<file path="config.mk">
export PLATFORM = sky130hd
export DESIGN_NAME = fp_norm_ctrl
export DESIGN_NICKNAME = d
export VERILOG_FILES = /design/src/rtl/fp_norm_ctrl.sv
export SDC_FILE = /design/constraint.sdc
export NUM_CORES = 1
export LEC_CHECK = 0
export CORE_MARGIN = 3
export CORE_UTILIZATION = 55
export CTS_BUF_LIST = sky130_fd_sc_hd__clkbuf_8
export DETAILED_ROUTE_END_ITERATION = 16
export MAX_ROUTING_LAYER = met4
export PLACE_DENSITY = 0.81
export SLEW_MARGIN = 10
export SYNTH_ARGS = -nofsm -noshare
export SYNTH_HDL_FRONTEND = slang
export SYNTH_SLANG_ARGS = --single-unit
</file>
<file path="constraint.sdc">
create_clock -name clk -period 10.3 [get_ports clk]
set_clock_uncertainty 0.05 [all_clocks]
set_input_delay 3.09 -clock clk [delete_from_list [all_inputs] [get_ports clk]]
set_output_delay 3.09 -clock clk [all_outputs]
set_load 0.005 [all_outputs]
</file>
<file path="src/rtl/fp_norm_ctrl.sv">
// rtl/fp_norm_ctrl.sv - multi-cycle post-add mantissa normalization sequencer
module fp_norm_ctrl #(
    parameter int MANT_BITS = 24,
    parameter int EXP_BITS  = 8,
    parameter int CHUNK     = 4
) (
    input  logic                 clk,
    input  logic                 rst,
    input  logic                 start,
    input  logic [MANT_BITS:0]   mant_in,
    input  logic [EXP_BITS-1:0]  exp_in,
    output logic                 busy,
    output logic                 done,
    output logic [MANT_BITS-1:0] mant_out,
    output logic [EXP_BITS-1:0]  exp_out,
    output logic                 zero_flag,
    output logic                 underflow_flag,
    output logic                 overflow_flag
);

    localparam int AMT_W = $clog2(CHUNK) + 1;
    localparam logic [EXP_BITS-1:0] EXP_MAX   = '1;
    localparam logic [EXP_BITS-1:0] CHUNK_EXP = EXP_BITS'(CHUNK);

    typedef enum logic [1:0] {
        IDLE   = 2'd0,
        RSHIFT = 2'd1,
        SCAN   = 2'd2,
        DONE   = 2'd3
    } state_t;

    state_t               state, state_nxt;
    logic [MANT_BITS:0]   mant_reg, mant_reg_nxt;
    logic [EXP_BITS-1:0]  exp_reg, exp_reg_nxt;
    logic [MANT_BITS-1:0] mant_out_nxt;
    logic [EXP_BITS-1:0]  exp_out_nxt;
    logic                 zero_nxt, underflow_nxt, overflow_nxt;

    // Datapath helpers shared by the scan and carry paths
    logic [CHUNK-1:0]     grp;
    logic [AMT_W-1:0]     amt;
    logic [EXP_BITS-1:0]  amt_ext;
    logic [EXP_BITS:0]    exp_inc;
    logic [EXP_BITS-1:0]  clamp_sh;
    logic [MANT_BITS-1:0] mant_low;

    assign grp      = mant_reg[MANT_BITS-1 -: CHUNK];
    assign amt_ext  = EXP_BITS'(amt);
    assign exp_inc  = {1'b0, exp_reg} + {{EXP_BITS{1'b0}}, 1'b1};
    assign clamp_sh = (exp_reg == '0) ? '0 : exp_reg - 1'b1;
    assign mant_low = mant_reg[MANT_BITS-1:0];

    assign busy = (state != IDLE);
    assign done = (state == DONE);

    // Narrow leading-zero count of the current top group; CHUNK when all zero
    always_comb begin
        amt = AMT_W'(CHUNK);
        for (int i = 0; i < CHUNK; i++) begin
            if (grp[i]) begin
                amt = AMT_W'(CHUNK - 1 - i);
            end
        end
    end

    // Next-state and next-value decode for the sequencer
    always_comb begin
        state_nxt     = state;
        mant_reg_nxt  = mant_reg;
        exp_reg_nxt   = exp_reg;
        mant_out_nxt  = mant_out;
        exp_out_nxt   = exp_out;
        zero_nxt      = zero_flag;
        underflow_nxt = underflow_flag;
        overflow_nxt  = overflow_flag;
        case (state)
            IDLE: begin
                if (start) begin
                    mant_reg_nxt  = mant_in;
                    exp_reg_nxt   = exp_in;
                    zero_nxt      = 1'b0;
                    underflow_nxt = 1'b0;
                    overflow_nxt  = 1'b0;
                    if (mant_in[MANT_BITS]) begin
                        state_nxt = RSHIFT;
                    end else if (mant_in == '0) begin
                        state_nxt    = DONE;
                        mant_out_nxt = '0;
                        exp_out_nxt  = '0;
                        zero_nxt     = 1'b1;
                    end else begin
                        state_nxt = SCAN;
                    end
                end
            end
            RSHIFT: begin
                state_nxt = DONE;
                // Saturate instead of letting the incremented exponent wrap
                if (exp_inc >= {1'b0, EXP_MAX}) begin
                    overflow_nxt = 1'b1;
                    mant_out_nxt = '0;
                    exp_out_nxt  = EXP_MAX;
                end else begin
                    mant_out_nxt = mant_reg[MANT_BITS:1];
                    exp_out_nxt  = exp_inc[EXP_BITS-1:0];
                end
            end
            SCAN: begin
                if (amt_ext < exp_reg) begin
                    if (grp != '0) begin
                        state_nxt    = DONE;
                        mant_reg_nxt = {1'b0, mant_low << amt};
                        exp_reg_nxt  = exp_reg - amt_ext;
                        mant_out_nxt = mant_low << amt;
                        exp_out_nxt  = exp_reg - amt_ext;
                    end else begin
                        mant_reg_nxt = {1'b0, mant_low << CHUNK};
                        exp_reg_nxt  = exp_reg - CHUNK_EXP;
                    end
                end else begin
                    // Exponent would drop to zero or below: emit a denormal
                    state_nxt     = DONE;
                    mant_reg_nxt  = {1'b0, mant_low << clamp_sh};
                    exp_reg_nxt   = '0;
                    mant_out_nxt  = mant_low << clamp_sh;
                    exp_out_nxt   = '0;
                    underflow_nxt = 1'b1;
                end
            end
            DONE: begin
                state_nxt = IDLE;
            end
            default: begin
                state_nxt = IDLE;
            end
        endcase
    end

    // State register
    always_ff @(posedge clk) begin
        if (rst) begin
            state <= IDLE;
        end else begin
            state <= state_nxt;
        end
    end

    // Working registers and registered result/flags
    always_ff @(posedge clk) begin
        if (rst) begin
            mant_reg       <= '0;
            exp_reg        <= '0;
            mant_out       <= '0;
            exp_out        <= '0;
            zero_flag      <= 1'b0;
            underflow_flag <= 1'b0;
            overflow_flag  <= 1'b0;
        end else begin
            mant_reg       <= mant_reg_nxt;
            exp_reg        <= exp_reg_nxt;
            mant_out       <= mant_out_nxt;
            exp_out        <= exp_out_nxt;
            zero_flag      <= zero_nxt;
            underflow_flag <= underflow_nxt;
            overflow_flag  <= overflow_nxt;
        end
    end

endmodule

</file>
==> results.cfg <==
[run]
drv_cap = 0

[floorplanning]
pin_count = 73
die_h_um = 115
die_x_um = 115
start_util_pct = 56.7
core_area_um2 = 11500
die_area_um2 = 13200
rows = 39

[synthesis]
synth.distinct_cells = 89
ys_seq_area_share_pct = 21.6
ys_seq_elements = 70
synth.avg_cell_area_um2 = 7.49
synth_flop_cell = dfxtp_1
synth.cell_area_um2 = 6500
synth-edff-count = 0
synthArstFlopShare_pct = 0
synthCells = 868
ys.warnings.count = 0
syn-num-nets = 920

[clock_network]
clkLatencyLatePin_ns = 0.36
cts_setup_buffers = 0
cts.repair.resized = 0
tritoncts = built
cts_buffers = 9
htreeDepth = 3
cts-root-buf = clkbuf_8
cts_sinks = 70
clkTransAtPathRegs_ns = 0.08
cts_hold_repair.buffers = 0
cts_max_path_buffers = 2

[detailed_routing]
via_per_inst = 7.10
drt-initial-drc-count = 961
antenna_left = 0
wl_per_cell_um = 23.8
drc_errors = 0
route.vias.total = 7279
routed_wirelength_um = 24400
dr.pass1.iters = 6

[global_route]
grt_overflow = 0
track_usage_pct = 37.8
grt_pass1_vias = 6885
grt_max_degree = 56
antenna_found_initial = 0
grt_pass1_wl_um = 37700

[timing]
relSlewSlack_pct = 24.0
setup_ws_ns = 4.04
whs_ns = 0.409
setup_viol = 0
tns_ns = 0
period_minus_slack_ns = 6.26
finalMaxSlewViolations = 0
rsz0062_at_grt = false
worst_pin_slew_ns = 1.14
max_freq_mhz = 160
period_share_pct = 60.8
hold_violations = 0

[final_layout]
largest_reg_flops = 25
area_growth_pct = 12.1
final_nets = 929
n_antenna_cell = 0
final_layout_size_suffix_gt1_share_pct = 9.64

[setup_path]
crit_fanout = 20
critical_path_class = in2reg
crit_end = mant_out[10]
rr_endpoint = mant_out[10]
r2r_setup_slack_ns = 5.49
reg2reg_depth = 14
worstSetupEndpointType = register
crit_arrival_ns = 6.52
required_ns = 10.56
r2r-start = mant_reg[20]
startpoint_type = input pin
critPathLaunch = mant_in[21]

[placement]
finalWeightedCongestion = 1.01
dp_hpwl_um = 17800
io_buffers = 72
preCtsSetupSlack_ns = 3.68

[worst_hold_path]
hp-class = reg2reg

[outcome]
outcome = finished, final reports clean
[final cells by class]
cell class	count	area, µm²
well taps	143	179
multi-input cells	683	4540
fillers	1028	4180
clock inverters	7	121
inverters	28	105
flip-flops and latches	70	1400
repair buffers	85	813
clock buffers	9	124
[routing by layer]
metal  GRT usage (%)  vias to the layer above  share of wire [%]
met4            17.5                        0                5.0
met3            6.82                       92                9.4
met1            48.0                     3430                 39
li1                -                     3262                  -
met5               -                        -                  0
met2            58.5                      495                 46
[worst min path at each step]
stage / from / end / slack (ns) / cells past startpoint
4_1_cts: mant_out[12] / mant_out[12] / 0.41 / 2
5_1_grt: mant_out[12] / mant_out[12] / 0.44 / 2
6_report: mant_out[12] / mant_out[12] / 0.41 / 2
2_1_floorplan: mant_out[12] / mant_out[12] / 0.40 / 2
3_3_place_gp: mant_out[22] / mant_out[22] / 0.39 / 1
3_5_place_dp: mant_out[12] / mant_out[12] / 0.40 / 2
[worst max-delay path, stage by stage]
cell             delay, ns
clkdlybuf4s50_1       0.42
nor4_1                0.45
nand4_1               0.29
o31ai_1               0.41
o211ai_1              0.15
buf_4                 0.23
or3_1                 0.51
nor3_2                0.66
a22o_1                0.23
a21o_1                0.08
[cell usage after synthesis (8+ instances only)]
library cell  count  area, µm²
nand2_1         103        387
a21oi_1          88        440
dfxtp_1          70       1400
nor2_1           70        263
o21ai_0          60        300
clkbuf_1         44        165
mux2i_1          37        370
nand3_1          26        130
inv_1            24       90.1
a22oi_1          22        165
buf_2            20        100
a211oi_1         16        120
ha_1             15        188
o211ai_1         15        113
a31oi_1          14       87.6
nor3_1           14       70.1
a221oi_1         11       96.3
o21ai_1          11       55.1
buf_6            10        113
mux4_2            9        203
o22ai_1           8       50.1
[cells by family (layout without fill, tap and decap cells)]
| family | Yosys count | after routing | share of synthesized area (%) |
|---|---|---|---|
| AOI/OAI and AO/OA | 331 | 331 | 34.8 |
| buffers and inverters | 115 | 129 | 8.70 |
| DFF | 70 | 70 | 21.6 |
| muxes | 52 | 52 | 9.86 |
| xor gates and xnor gates | 7 | 7 | 0.943 |
| adders and majority gates | 16 | 16 | 3.20 |
| and+or+nand+nor | 277 | 277 | 20.9 |
[metrics by stage]
stage | instances | utilization (%) | instance area [µm²]
floorplan | 868 | - | 6500
global placement | 1009 | 61.4 | 7040
detailed placement | 1009 | 61.4 | 7040
CTS | 1025 | 63.5 | 7280
global route | 1025 | 63.5 | 7280
finish | 1025 | 63.5 | 7280
[layout by cell type (no fill, tap or decap), types with 16 or more instances in the layout]
cell type | Yosys | layout
o21ai_0 | 60 | 60
inv_1 | 24 | 24
nor2_1 | 70 | 70
clkdlybuf4s50_1 | 0 | 71
dfxtp_1 | 70 | 70
a211oi_1 | 16 | 16
a21oi_1 | 88 | 88
nand2_1 | 103 | 103
a22oi_1 | 22 | 22
nand3_1 | 26 | 26
mux2i_1 | 37 | 37
Power is not shown: default switching activity piles up to over one toggle a cycle in this logic, so the estimate is an artifact.
